[config.mk]
export PLATFORM = sky130hd
export DESIGN_NAME = irq_arbiter
export DESIGN_NICKNAME = d
export VERILOG_FILES = /design/src/rtl/irq_arbiter_pkg.sv /design/src/rtl/irq_prio_sel.sv /design/src/rtl/irq_arbiter.sv
export SDC_FILE = /design/constraint.sdc
export NUM_CORES = 1
export LEC_CHECK = 0
export CELL_PAD_IN_SITES_DETAIL_PLACEMENT = 0
export CELL_PAD_IN_SITES_GLOBAL_PLACEMENT = 1
export CORE_MARGIN = 5
export CORE_UTILIZATION = 41
export DETAILED_ROUTE_END_ITERATION = 6
export DONT_BUFFER_PORTS = 1
export GPL_TIMING_DRIVEN = 0
export PLACE_DENSITY_LB_ADDON = 0.1
export SLEW_MARGIN = 20
export SYNTH_ARGS = -nofsm -noshare
export SYNTH_HDL_FRONTEND = slang
export SYNTH_HIERARCHICAL = 1
export SYNTH_SLANG_ARGS = --single-unit
[constraint.sdc]
create_clock -name clk -period 1.3 [get_ports clk]
set_clock_uncertainty 0.05 [all_clocks]
set_input_delay 0.26 -clock clk [delete_from_list [all_inputs] [get_ports clk]]
set_output_delay 0.26 -clock clk [all_outputs]
set_load 0.05 [all_outputs]
[src/rtl/irq_arbiter_pkg.sv]
// Shared types and constants for the interrupt arbiter.
// Optional round-robin selection is enabled by defining IRQ_ARBITER_ROUND_ROBIN_EN.
package irq_arbiter_pkg;

  typedef enum logic [1:0] {
    IDLE    = 2'd0,
    REQ     = 2'd1,
    SERVICE = 2'd2
  } state_t;

  localparam int NSRC_DEF = 4;

  function automatic int clog2(input int n);
    int w;
    w = 0;
    for (int i = 0; i < 31; i++) begin
      if ((1 << i) < n) w = i + 1;
    end
    return w;
  endfunction

endpackage

[src/rtl/irq_prio_sel.sv]
// Circular first-one search over the eligible sources, starting at i_start.
// With i_start tied to zero this is plain lowest-index-wins priority.
module irq_prio_sel
  import irq_arbiter_pkg::*;
#(
  parameter int NSRC  = NSRC_DEF,
  parameter int VEC_W = clog2(NSRC)
) (
  input  logic [NSRC-1:0]  i_eligible,
  input  logic [VEC_W-1:0] i_start,
  output logic             o_found,
  output logic [VEC_W-1:0] o_idx
);

  always_comb begin
    int j;
    j       = 0;
    o_found = 1'b0;
    o_idx   = '0;
    for (int k = 0; k < NSRC; k++) begin
      j = int'(i_start) + k;
      if (j >= NSRC) j = j - NSRC;
      if (!o_found && i_eligible[VEC_W'(j)]) begin
        o_found = 1'b1;
        o_idx   = VEC_W'(j);
      end
    end
  end

endmodule

[src/rtl/irq_arbiter.sv]
// Shares one CPU interrupt among NSRC level requesters with an ack/eoi handshake.
// Define IRQ_ARBITER_ROUND_ROBIN_EN for round-robin selection; default is fixed priority.
module irq_arbiter
  import irq_arbiter_pkg::*;
#(
  parameter int NSRC  = NSRC_DEF,
  parameter int VEC_W = clog2(NSRC)
) (
  input  logic             clk,
  input  logic             rst_n,
  input  logic [NSRC-1:0]  src_irq,
  output logic [NSRC-1:0]  src_clr,
  input  logic             mask_we,
  input  logic [NSRC-1:0]  mask_wdata,
  output logic [NSRC-1:0]  mask,
  output logic [NSRC-1:0]  pending,
  output logic             irq,
  output logic [VEC_W-1:0] vec,
  input  logic             ack,
  input  logic             eoi
);

  state_t           r_state;
  state_t           w_state_nxt;
  logic [NSRC-1:0]  r_src_q;
  logic [NSRC-1:0]  r_pending;
  logic [NSRC-1:0]  r_mask;
  logic [NSRC-1:0]  r_src_clr;
  logic             r_irq;
  logic [VEC_W-1:0] r_vec;

  logic [NSRC-1:0]  w_eligible;
  logic [NSRC-1:0]  w_rise;
  logic [NSRC-1:0]  w_clr_sel;
  logic [NSRC-1:0]  w_pending_nxt;
  logic             w_irq_nxt;
  logic [VEC_W-1:0] w_vec_nxt;
  logic [VEC_W-1:0] w_start;
  logic [VEC_W-1:0] w_sel_idx;
  logic             w_found;

  assign w_eligible = r_pending & r_mask;
  assign w_rise     = src_irq & ~r_src_q;

`ifdef IRQ_ARBITER_ROUND_ROBIN_EN
  logic [VEC_W-1:0] r_last_grant;
  logic [VEC_W-1:0] w_last_grant_nxt;

  // Search begins just after the most recently serviced source, wrapping at NSRC.
  assign w_start = (int'(r_last_grant) == NSRC - 1) ? '0 : r_last_grant + VEC_W'(1);
`else
  assign w_start = '0;
`endif

  irq_prio_sel #(
    .NSRC  (NSRC),
    .VEC_W (VEC_W)
  ) u_sel (
    .i_eligible (w_eligible),
    .i_start    (w_start),
    .o_found    (w_found),
    .o_idx      (w_sel_idx)
  );

  always_comb begin
    w_state_nxt = r_state;
    w_irq_nxt   = r_irq;
    w_vec_nxt   = r_vec;
    w_clr_sel   = '0;
`ifdef IRQ_ARBITER_ROUND_ROBIN_EN
    w_last_grant_nxt = r_last_grant;
`endif
    case (r_state)
      IDLE: begin
        if (w_found) begin
          w_state_nxt = REQ;
          w_irq_nxt   = 1'b1;
          w_vec_nxt   = w_sel_idx;
        end
      end
      REQ: begin
        // An ack is honoured even if the granted source lost its mask this cycle.
        if (ack) begin
          w_state_nxt       = SERVICE;
          w_irq_nxt         = 1'b0;
          w_clr_sel[r_vec]  = 1'b1;
`ifdef IRQ_ARBITER_ROUND_ROBIN_EN
          w_last_grant_nxt  = r_vec;
`endif
        end else if (!w_eligible[r_vec]) begin
          w_state_nxt = IDLE;
          w_irq_nxt   = 1'b0;
        end
      end
      SERVICE: begin
        if (eoi) w_state_nxt = IDLE;
      end
      default: begin
        w_state_nxt = IDLE;
        w_irq_nxt   = 1'b0;
      end
    endcase
    // A new rising edge in the clearing cycle keeps the source pending.
    w_pending_nxt = (r_pending & ~w_clr_sel) | w_rise;
  end

  always_ff @(posedge clk or negedge rst_n) begin
    if (!rst_n) begin
      r_state   <= IDLE;
      r_src_q   <= '0;
      r_pending <= '0;
      r_mask    <= '0;
      r_src_clr <= '0;
      r_irq     <= 1'b0;
      r_vec     <= '0;
    end else begin
      r_state   <= w_state_nxt;
      r_src_q   <= src_irq;
      r_pending <= w_pending_nxt;
      r_src_clr <= w_clr_sel;
      r_irq     <= w_irq_nxt;
      r_vec     <= w_vec_nxt;
      if (mask_we) r_mask <= mask_wdata;
    end
  end

`ifdef IRQ_ARBITER_ROUND_ROBIN_EN
  always_ff @(posedge clk or negedge rst_n) begin
    if (!rst_n) r_last_grant <= VEC_W'(NSRC - 1);
    else        r_last_grant <= w_last_grant_nxt;
  end
`endif

  assign src_clr = r_src_clr;
  assign mask    = r_mask;
  assign pending = r_pending;
  assign irq     = r_irq;
  assign vec     = r_vec;

endmodule

== Word-level counts from Yosys, hierarchy flattened ==
Cells that the tools add are included.

* Register bits: 21
* Input bits: 13
* Output and inout port bits: 15
* Word-level logic and storage cells: 46

* Magnitude comparators: 2
* Equality and inequality tests: 5
* Muxes and demuxes: 18
* Bitwise operators: 7
* Reduce and logical (&&, ||, !) cells: 7

{| class="wikitable"
|+ Operators by type and width
! operator !! count
|-
| 4-bit bitwise AND || 3
|-
| 1-bit two-way mux || 8
|-
| 2-bit two-way mux || 4
|-
| 4-bit two-way mux || 2
|-
| 4-bit inverter || 2
|-
| 2-bit case mux with 3 select lines || 1
|-
| 3-bit AND reduction || 2
|-
| 4-bit OR || 1
|-
| 2-bit by 3-bit less-than comparator with 1-bit output, second input constant || 1
|-
| 3-bit inequality test, second input constant || 1
|-
| 1-bit case mux with 3 select lines || 1
|-
| 1-bit binary-select mux with 2-bit select || 1
|-
| 1-bit demux with 2-bit select || 1
|-
| 2-bit by 1-bit == test with 1-bit output, second input constant || 1
|-
| 2-bit == test, second input constant || 1
|-
| 2-bit by 1-bit >= comparator with 1-bit output, second input constant || 1
|-
| 1-bit logical AND || 2
|-
| 2-bit logical NOT || 1
|-
| 2-bit by 1-bit inequality test with 1-bit output, second input constant || 1
|-
| 2-bit inequality test, second input constant || 1
|-
| 2-bit AND reduction || 1
|-
| 1-bit logical NOT || 1
|-
| 1-bit inverter || 1
|}

== Depth between registers and ports, before layout ==
Gate-level depths: netlist of run 1.

* Word-level depth: 9
* Depth in mapped cells: 6
* Mapped depth without buffers: 6

== Hierarchy ==
The synthesis of run 1 kept the hierarchy.

{| class="wikitable"
|+ By module, submodules not included
! module !! instances !! cells an instance !! area each (um^2) !! sequential area each (um^2)
|-
| irq_arbiter || 1 || 63 || 817.0 || 525.5
|-
| irq_prio_sel || 1 || 15 || 77.6 || 0.0
|}

== Worst setup path before layout of run 1 ==
Ideal clock, no wire load.

* Path kind: flip-flop to flip-flop
* Start point: register r_pending[0], in the netlist pending[0]
* End point: register r_vec[0], in the netlist vec[0]
* Library setup time: 0.128 ns
* Data arrival time: 1.565 ns
* Required time: 1.122 ns
* Slack: -0.443 ns
* Stages on the path, launching flop included: 6
* Buffers on the path: 0
* Clock period less this slack: 1.743 ns
* Cells stage by stage: dfrtp_1 and2_1 inv_1 nand3_1 nor3b_2 mux2_1

* Longest elaborated chain between the ends: 6
* Elaborated cells between the ends (all ways): 7
* Those cells by class: 3 x mux; 1 x bitwise; 3 x reduce/logical

{| class="wikitable"
|+ Ends and longest elaborated chain
! what !! line !! source
|-
| from (decl) || irq_arbiter.sv:26 || <nowiki>logic [NSRC-1:0] r_pending;</nowiki>
|-
| from (signal assigned) || irq_arbiter.sv:119 || <nowiki>r_pending <= w_pending_nxt;</nowiki>
|-
| 4-bit bitwise AND * || irq_arbiter.sv:42 || <nowiki>assign w_eligible = r_pending & r_mask;</nowiki>
|-
| named net w_eligible[0] || irq_arbiter.sv:32 || <nowiki>logic [NSRC-1:0] w_eligible;</nowiki>
|-
| 1-bit two-way mux * || irq_prio_sel.sv:23 || <nowiki>if (!o_found && i_eligible[VEC_W'(j)]) begin</nowiki>
|-
| 1-bit logical NOT || irq_prio_sel.sv:23 ||
|-
| 1-bit logical AND || irq_prio_sel.sv:23 ||
|-
| 1-bit two-way mux * || irq_prio_sel.sv:23 ||
|-
| named net w_found || irq_arbiter.sv:40 || <nowiki>logic w_found;</nowiki>
|-
| 2-bit AND reduction (no source line) * || -- ||
|-
| to (signal assigned) || irq_arbiter.sv:122 || <nowiki>r_vec <= w_vec_nxt;</nowiki>
|-
| to (decl) || irq_arbiter.sv:30 || <nowiki>logic [VEC_W-1:0] r_vec;</nowiki>
|}

Mark *: on every way through the listed nets, which the timed path passes. The rest lies on a longest branch.
A chain may end at the register's enable or synchronous reset.

== Worst setup path after layout of run 1 ==
* Start point: register r_mask[1], in the netlist mask[1]
* End point: register r_vec[0], in the netlist vec[0]

* Longest elaborated chain between the ends: 4
* Elaborated cells between the ends (all ways): 5
* Those cells by class: 2 x mux; 1 x bitwise; 2 x reduce/logical

{| class="wikitable"
|+ Ends and longest elaborated chain
! what !! line !! source
|-
| from (decl) || irq_arbiter.sv:27 || <nowiki>logic [NSRC-1:0] r_mask;</nowiki>
|-
| from (signal assigned) || irq_arbiter.sv:123 || <nowiki>if (mask_we) r_mask <= mask_wdata;</nowiki>
|-
| 4-bit bitwise AND || irq_arbiter.sv:42 ||
|-
| named net w_eligible[1] || irq_arbiter.sv:32 ||
|-
| 1-bit logical AND || irq_prio_sel.sv:23 ||
|-
| 1-bit two-way mux || irq_prio_sel.sv:23 ||
|-
| named net w_found || irq_arbiter.sv:40 ||
|-
| 2-bit AND reduction (no source line) || -- ||
|}

The timed path passes the listed nets, and every way through them passes these cells.

==> reports/qor.txt, run 1 <==
Syn Inst Count = 78
slowest CP cell = dfrtp_2
Max Clk Rate = 609.0 MHz
Longest Clk Path Bufs = 2
outcome = finished, violations left
gr ovfl total = 0
period utilisation layout = 1.263
htree depth = 1
count of warnings emitted by yosys = 6
WL met3 = 135 um
Clk pwr share = 0.121
largest net degree at the start of global routing = 22
synthesized area per cell = 11.47 um^2
CTS tree = yes
Core Box Area = 2148 um^2
vias in the first global route = 681
crit path max fanout = 4
GP Congestion = 0.7921
unrepaired setup endpoints after global routing = true
Clk Latency, worst-skew pair = 0.29 ns
PortBufs = 0
Via density = 4.846
fin cells = 123
TritonCTS Buffers = 3
WL met1 = 829 um
Top Metal Used = met4
DRT antenna net count = 0
Die X = 56.71 um
drt drc = 0
Worst Path Arrival = 1.78 ns
DR iter-0 viols = 3
NetSw = 1.155 mW
final total power = 2.478 mW
Final Setup Violations = 4
Post-Synthesis Cell Area = 894.6 um^2
gr usage total = 0.1296
worst hold path class = input pin to flip-flop
Nets = 109
endpoints failing hold = 0
required time worst endpoint = 1.44 ns
part of the power in combinational logic = 0.271
CP cell instances = and2_4 -> nor2_4 -> nand3_2 -> nor3b_4 -> mux2_4
initial antenna violation count = 0
Slew HR = 0.3835
num rows = 17
number of synthesized register bits = 21
area growth from synthesis to layout = 23.64%
Initial DRT Pass Iterations = 4
Synth cell types = 27
root buffer cell = clkbuf_4
Cell Int Power = 1.323 mW
setup TNS = -1.065 ns
first-pass GRT wire length = 3.187 mm
DP HPWL = 1.331 mm
Inserted Diodes = 0
met2 WL = 821 um
maximum vdd drop = 1179 uV
DIE AREA = 3216 um^2
Slew Limit Fails = 0
Avg WL per Cell = 14.65 um
slowest cell delay on critical path = 0.56 ns
failing checks = setup timing
share of cells above drive strength 1 = 0.3789
Ports = 28
Initial Util = 0.4164
Via Count = 596
Chip Height = 56.71 um
Switching Fraction = 0.4662
sequential area share after synthesis = 0.5874
Seq pwr share = 0.608
Final min period = 1.642 ns
CP Class = flip-flop to flip-flop
crit start category = flip-flop
clock transition at the registers of the reported paths = 0.11 ns
CTS sink count = 21
Worst Tran Pin Value = 0.9247 ns
leakage power = 0.5090 nW
Total Wirelength = 1.802 mm
power per cell area = 2240 nW/um^2
post-placement cell count = 112
crit end category = flip-flop
Worst Setup Slack, final = -0.3421 ns
Max Cap Violations = 0
layout make-up:
type	count	area, um^2
Clock inverter	1	5.005
Fill cell	191	1042
Multi-Input combinational cell	52	395.4
Clock buffer	3	22.52
Sequential cell	21	539.3
Tap cell	28	35.03
Inverter	11	41.29
Timing Repair Buffer	7	67.56
through the flow:
| step | utilization | hold slack [ns] | area, um^2 | setup slack (ns) |
|---|---|---|---|---|
| floorplan | - | -0.08559 | 958.4 | -0.2449 |
| CTS | 0.5050 | 0.009669 | 1085 | -0.3375 |
| global route | 0.5149 | 0.003330 | 1106 | -0.4032 |
| detailed placement | 0.4624 | -0.08508 | 993.5 | -0.3292 |
| finish | 0.5149 | 0.02601 | 1106 | -0.3421 |
| global placement | 0.4624 | -0.08508 | 993.5 | -0.3537 |
worst max-delay path: cells and delay by family, from the launching register on:
family	cells	cell delay [ns]
and+or+nand+nor	4	0.59
muxes	1	0.33
DFF	1	0.56
registers in the layout, summed over array words and instances, names as in the netlist:
register and cells:
src_clr 4, pending 4, r_state 2, irq 1, vec 2, r_src_q 4
mask 4
logic make-up (layout without fill, tap and decap cells):
logic type             after synthesis  after routing  synth area share
AOI/OAI and AO/OA                   18             18            0.1245
and+or+nand+nor                     21             21            0.1622
other                                1              7          0.004192
buffers and inverters               11             22           0.04615
DFF                                 21             21            0.5874
muxes                                6              6           0.07552
per-layer routing:
layer  up-vias  GRT usage
li1        300          -
met1       275     0.1760
met2        19     0.1964
met3         2    0.03218
met4         0    0.05085
met5         -          0
final timing paths:
path                       slack (ns)       start          to  depth (start not counted)
setup / recovery                -0.34     mask[1]      vec[0]                          5
hold / removal                   0.03  src_irq[1]  pending[1]                          2
setup reg to reg                -0.34     mask[1]      vec[0]                          5
hold reg to reg                  0.37  r_src_q[3]  pending[3]                          1
max in group asynchronous        0.47       rst_n  pending[0]                          1
min in group asynchronous        0.11       rst_n  src_clr[3]                          1
repair_timing:
action	in CTS	in global routing
endpoints found under the setup margin	10	35
hold buffers	5	0
pin swaps	3	2
resized for setup	2	4
endpoints found under the hold margin	25	0
buffers inserted	1	1
cell usage in the layout (no fill, tap or decap):
master / n
dlygate4sd3_1: 4
dfrtp_2: 11
nor3b_1: 1
o21ai_0: 1
o21ai_1: 5
a21oi_1: 5
mux2_4: 2
nand2_1: 1
inv_1: 8
clkbuf_4: 3
mux2_2: 4
or2b_1: 1
o21bai_1: 1
dfrtp_1: 10
nor3b_2: 1
and2_4: 4
nor3_2: 1
o22ai_1: 2
inv_2: 3
conb_1: 7
o32ai_1: 1
nand3_2: 1
and3b_1: 1
nor2_4: 1
nor3b_4: 1
nor3_1: 1
clkinv_2: 1
dlymetal6s4s_1: 1
buf_4: 2
and3_1: 1
o221ai_1: 2
nand3b_4: 1
nor2_1: 2
a221o_1: 1
nand2b_1: 3
synth_stat cells:
cell type,count,area share
a21oi_1,5,0.028
o21ai_0,1,0.0056
conb_1,1,0.0042
o21bai_1,1,0.0084
and2_1,4,0.028
o221ai_1,2,0.020
a221o_1,1,0.011
and3b_1,1,0.0098
and3_1,1,0.0070
nor3b_1,1,0.0084
nor2_1,3,0.013
o21ai_1,5,0.028
or2b_1,1,0.0084
nand3b_2,1,0.013
inv_2,1,0.0042
o22ai_1,2,0.014
nor3_2,1,0.011
o32ai_1,1,0.0098
nor3b_2,2,0.028
nor3_1,1,0.0056
mux2_2,4,0.050
nand3_1,1,0.0056
nand2_1,1,0.0042
dfrtp_1,21,0.59
inv_1,10,0.042
mux2_1,2,0.025
nand2b_1,3,0.021
power by group through the flow:
stage	combinational [mW]	sequential (mW)	clock [mW]
after floorplan	0.531	1.44	0
after global placement	0.601	1.51	0
after detailed placement	0.607	1.52	0
after CTS	0.656	1.50	0.325
after global routing	0.755	1.55	0.362
final	0.671	1.51	0.301
Note: power is estimated with default switching activity, not from simulation.
==> run 2: changes to the inputs <==
- SKIP_CTS_REPAIR_TIMING: not set -> 1
==> run 2 against run 1 <==
  * The flow still finishes with violations (setup timing)
  * Global-route usage shrank 0.29 points
  * Setup slack gained 0.0086 ns
  * Sequential cell count is the same
  * Count of clock-buffer cells in the layout is the same
  * Register-to-register slack is essentially flat
  * First-iteration DRC count is the same
  * Design area shrank 1.0%
  * Routed wire length shrank 2.2%
  * Final cell count is the same
  * Critical endpoint unchanged
  * Largest power group unchanged
==> reports/qor.txt, run 2 (same netlist as run 1, synthesis figures left out) <==
Final min period = 1.633 ns (-0.008626 ns)
worst hold path class = input pin to flip-flop
failing checks = setup timing
Max Cap Violations = 0 (unchanged)
reg2reg path depth = 5 (unchanged)
Avg WL per Cell = 14.33 um (-2.2%)
Core Box Area = 2148 um^2 (unchanged)
unrepaired setup endpoints after global routing = true
vias in the first global route = 662 (-2.8%)
fin cells = 123 (unchanged)
crit end category = flip-flop
num rows = 17 (unchanged)
largest net degree at the start of global routing = 22 (unchanged)
WP buf/inv = 1 (+1)
required time worst endpoint = 1.44 ns (about the same)
Longest Clk Path Bufs = 2 (unchanged)
TritonCTS Buffers = 3 (unchanged)
endpoints failing hold = 0 (unchanged)
crit path max fanout = 4 (unchanged)
Die X = 56.71 um (unchanged)
leakage power = 0.4894 nW (-3.8%)
root buffer cell = clkbuf_4
dpl cell area = 993.5 um^2 (unchanged)
Slew Limit Fails = 0 (unchanged)
RR Endpoint = vec[0]
maximum vdd drop = 1188 uV (+0.79%)
most frequent cells in the layout = dfrtp_2 (11), dfrtp_1 (10), inv_1 (8)
gr usage total = 0.1267 (-0.002869)
slowest CP cell = dfrtp_2
DRT antenna net count = 0 (unchanged)
Slew HR = 0.3848 (+0.001237)
Worst Path Arrival = 1.77 ns (about the same)
htree depth = 1 (unchanged)
DIE AREA = 3216 um^2 (unchanged)
clock transition at the registers of the reported paths = 0.11 ns (about the same)
Worst Setup Slack, final = -0.3335 ns (+0.008626 ns)
Worst Tran Pin Value = 0.9198 ns (-0.004891 ns)
Max Clk Rate = 612.2 MHz (+0.53%)
Clk Latency, worst-skew pair = 0.29 ns (about the same)
final total power = 2.458 mW (-0.80%)
gr ovfl total = 0 (unchanged)
commonest non-fill, non-tap cell in the layout = dfrtp_2
delay-heaviest family, CP = flip-flops
Via density = 4.846 (unchanged)
area growth from synthesis to layout = 22.38%
CP Class = flip-flop to flip-flop
Via Count = 596 (unchanged)
Initial Util = 0.4164 (unchanged)
Initial DRT Pass Iterations = 3 (-1)
Final Cell Area = 1095 um^2 (-1.0%)
Inserted Diodes = 0 (unchanged)
fin util = 0.5096 (-0.005241)
crit path capture = vec[0]
GP Congestion = 0.7921 (unchanged)
Critical Path Stages = 5 (unchanged)
power per cell area = 2245 nW/um^2 (+0.22%)
DP HPWL = 1.331 mm (unchanged)
Chip Height = 56.71 um (unchanged)
DR iter-0 viols = 3 (unchanged)
Ports = 28 (unchanged)
crit start category = flip-flop
outcome = finished, violations left
reg2reg setup slack = -0.33 ns (about the same)
period utilisation layout = 1.257 (-0.006635)
Total Wirelength = 1.763 mm (-2.2%)
slowest cell delay on critical path = 0.56 ns (about the same)
initial antenna violation count = 0 (unchanged)
Setup Slack @ Placement = -0.3292 ns (unchanged)
Nets = 109 (unchanged)
first-pass GRT wire length = 3.105 mm (-2.6%)
CTS sink count = 21 (unchanged)
drt drc = 0 (unchanged)
Worst R2R Start = pending[2]
share of cells above drive strength 1 = 0.3789 (unchanged)
post-placement cell count = 112 (unchanged)
CTS tree = yes
CP startpoint = pending[2]
Final Setup Violations = 4 (unchanged)
PortBufs = 0 (unchanged)
CP cell instances = and2_4 -> inv_2 -> nand3_2 -> nor3b_4 -> mux2_4
## run 2: report_power, final
group	switching, mW	internal [mW]	leakage, nW
combinational	0.287	0.370	0.233
sequential	0.673	0.827	0.239
clock	0.186	0.114	0.0177
total	1.15	1.31	0.489
## run 2: worst min path at each step
stage | startpoint | to | slack [ns] | cells past startpoint
2_1_floorplan | rst_n | irq | -0.09 | 0
3_3_place_gp | rst_n | src_clr[3] | -0.09 | 0
3_5_place_dp | rst_n | src_clr[3] | -0.09 | 0
4_1_cts | rst_n | pending[1] | -0.43 | 0
5_1_grt | src_irq[3] | pending[3] | 0.003 | 2
6_report | src_irq[1] | pending[1] | 0.03 | 2
## run 2: through the flow
step | hold slack [ns] | TNS, ns
2_1_floorplan | -0.08559 | -0.7001
3_3_place_gp | -0.08508 | -1.692
3_5_place_dp | -0.08508 | -1.662
4_1_cts | -0.4277 | -2.130
5_1_grt | 0.003328 | -3.544
6_report | 0.02610 | -1.038
## run 2: cell type report
| class | instances | area [um^2] |
|---|---|---|
| clock buffers | 3 | 22.52 |
| clock inverters | 1 | 5.005 |
| fillers | 192 | 1054 |
| inverters | 11 | 41.29 |
| multi-input cells | 52 | 386.6 |
| flip-flops and latches | 21 | 539.3 |
| well taps | 28 | 35.03 |
| repair buffers | 7 | 65.06 |
## run 2: metal layers
| layer | routed length [um] | up-vias | global-route usage |
|---|---|---|---|
| li1 | - | 299 | - |
| met1 | 823 | 278 | 0.1717 |
| met2 | 794 | 17 | 0.1914 |
| met3 | 128 | 2 | 0.03218 |
| met4 | 16 | 0 | 0.05085 |
| met5 | 0 | - | 0 |
## run 2: worst reg2reg max path: stages (launching register included)
cell,delay [ns]
dfrtp_2,0.56
and2_4,0.22
inv_2,0.04
nand3_2,0.06
nor3b_4,0.27
mux2_4,0.33
==> run 3: changes to the inputs <==
- CORE_UTILIZATION: 41 -> 46
- clock period: 1.3 -> 1.8 ns (I/O delays scaled with it)
==> run 3 against run 2 <==
  * The run now ends clean
  * Sequential power is 29% lower
  * Global-route usage increased by 1.1 points
  * Setup slack improved by 0.42 ns
  * Via count fell by 3.9%
  * Combinational power fell by 39%
  * Sequential cell count stayed put
  * Routed wire length decreased by 5.2%
  * Non-clock buffer count fell by 6
  * Critical path depth unchanged
  * Count of clock-buffer cells in the layout increased by 1
  * Die area shrank 9.0%
  * Register-to-register slack better by 0.42 ns
  * Critical path type unchanged
==> reports/qor.txt, run 3 (same netlist as run 1, synthesis figures left out) <==
GP Congestion = 0.8131 (+2.7%)
post-placement cell count = 111 (-0.89%)
DIE AREA = 2927 um^2 (-9.0%)
Max Clk Rate = 585.2 MHz (-4.4%)
Ports = 28 (unchanged)
most frequent cells in the layout = dfrtp_1 (13), inv_1 (10), dfrtp_2 (8)
CTS sink count = 21 (unchanged)
Total Wirelength = 1.672 mm (-5.2%)
Initial DRT Pass Iterations = 4 (+1)
worst hold path class = input pin to flip-flop
outcome = finished, final reports clean
FILL cells = 183 (-4.7%)
commonest non-fill, non-tap cell in the layout = dfrtp_1
Nets = 103 (-5.5%)
DRT antenna net count = 0 (unchanged)
clock transition at the registers of the reported paths = 0.11 ns (about the same)
DP HPWL = 1.281 mm (-3.8%)
num rows = 16 (-1)
Die X = 54.10 um (-4.6%)
Via density = 4.940 (+1.9%)
Seq pwr share = 0.632 (+0.021)
area growth from synthesis to layout = 13.01%
htree depth = 1 (unchanged)
maximum vdd drop = 773.6 uV (-35%)
setup TNS = 0 ns (+1.038 ns)
fin util = 0.5316 (+0.02197)
Longest Clk Path Bufs = 2 (unchanged)
hold depth = 0 (-2)
initial antenna violation count = 0 (unchanged)
Via Count = 573 (-3.9%)
Switching Fraction = 0.4735 (+0.007132)
Final Setup Violations = 0 (-4)
NetSw = 0.7971 mW (-30%)
Multi-input gate area = 364.1 um^2 (-5.8%)
largest net degree at the start of global routing = 22 (unchanged)
PortBufs = 0 (unchanged)
crit start category = flip-flop
leakage power = 0.4551 nW (-7.0%)
vias in the first global route = 639 (-3.5%)
Final min period = 1.709 ns (+0.07521 ns)
Avg WL per Cell = 14.41 um (+0.56%)
Inserted Diodes = 0 (unchanged)
TritonCTS Buffers = 3 (unchanged)
power per cell area = 1665 nW/um^2 (-26%)
root buffer cell = clkbuf_4
Worst Tran Pin Value = 0.9160 ns (-0.003768 ns)
share of cells above drive strength 1 = 0.2584 (-0.1205)
FF/Latch Area = 535.5 um^2 (-0.70%)
Clk Latency, worst-skew pair = 0.29 ns (about the same)
drt drc = 0 (unchanged)
required time worst endpoint = 1.94 ns (+0.50 ns)
gr usage total = 0.1382 (+0.01148)
DR iter-0 viols = 6 (+3)
Slew Limit Fails = 0 (unchanged)
crit path max fanout = 4 (unchanged)
part of the power in combinational logic = 0.238 (-0.029)
worst hold slack = 0.02815 ns (+0.002052 ns)
gr ovfl total = 0 (unchanged)
crit end category = flip-flop
Worst Setup Slack, final = 0.09132 ns (+0.4248 ns)
Setup Slack @ Placement = -0.1361 ns (+0.1932 ns)
Core Box Area = 1902 um^2 (-11%)
first-pass GRT wire length = 2.842 mm (-8.5%)
Clk pwr share = 0.131 (+0.009)
endpoints failing hold = 0 (unchanged)
reg2reg path depth = 5 (unchanged)
Slew HR = 0.3873 (+0.002520)
fin cells = 116 (-5.7%)
CTS tree = yes
Cell Int Power = 0.8863 mW (-32%)
Max Cap Violations = 0 (unchanged)
Chip Height = 54.10 um (-4.6%)
unrepaired setup endpoints after global routing = false
period utilisation layout = 0.9493 (-0.3073)
Initial Util = 0.4704 (+0.05397)
CP Class = flip-flop to flip-flop
Worst Path Arrival = 1.85 ns (+0.08 ns)
-- run 3: changes by cell type in the layout (fill, tap and decap cells not counted), sizes merged --
| cell | before | now |
|---|---|---|
| dlygate4sd3 | 5 | 1 |
| clkinv | 1 | 0 |
| clkbuf | 3 | 4 |
| buf | 2 | 0 |
-- run 3: power by group through the flow --
stage / clock network (mW) / logic (mW) / registers (mW)
after floorplan: 0 / 0.306 / 1.02
after global placement: 0 / 0.359 / 1.06
after detailed placement: 0 / 0.360 / 1.06
after CTS: 0.229 / 0.364 / 1.05
after global routing: 0.242 / 0.452 / 1.09
final: 0.220 / 0.400 / 1.06
-- run 3: worst paths after layout --
path                       startpoint    endpoint  slack, ns
setup / recovery           pending[1]      vec[0]       0.09
hold / removal             src_irq[1]  r_src_q[1]       0.03
setup reg to reg           pending[1]      vec[0]       0.09
hold reg to reg            r_src_q[3]  pending[3]       0.36
max in group asynchronous       rst_n     mask[0]       0.50
min in group asynchronous       rst_n  src_clr[1]       0.58
-- run 3: worst max-delay path: stages (launching register included) --
cell and delay (ns):
dfrtp_2 0.55, and2_4 0.23, nor2_1 0.05, nand3_1 0.09, nor3b_4 0.28, mux2_1 0.35
-- run 3: area by class of cell --
class                           count  area share
Tap cell                           27     0.03342
Inverter                           11     0.04084
Multi-Input combinational cell     52      0.3601
Clock buffer                        4     0.02599
Timing Repair Buffer                1    0.009901
Sequential cell                    21      0.5297
-- run 3: through the flow --
step / power, mW / cell area, um^2
after floorplan: 1.322 / 917.1
after global placement: 1.418 / 950.9
after detailed placement: 1.422 / 950.9
after CTS: 1.644 / 977.2
after global routing: 1.788 / 1011
final: 1.683 / 1011
-- run 3: metal layers --
metal	global-route usage	wire length [um]
met1	0.1788	706
met2	0.2056	780
met3	0.05817	178
met4	0.04979	7
met5	0	0
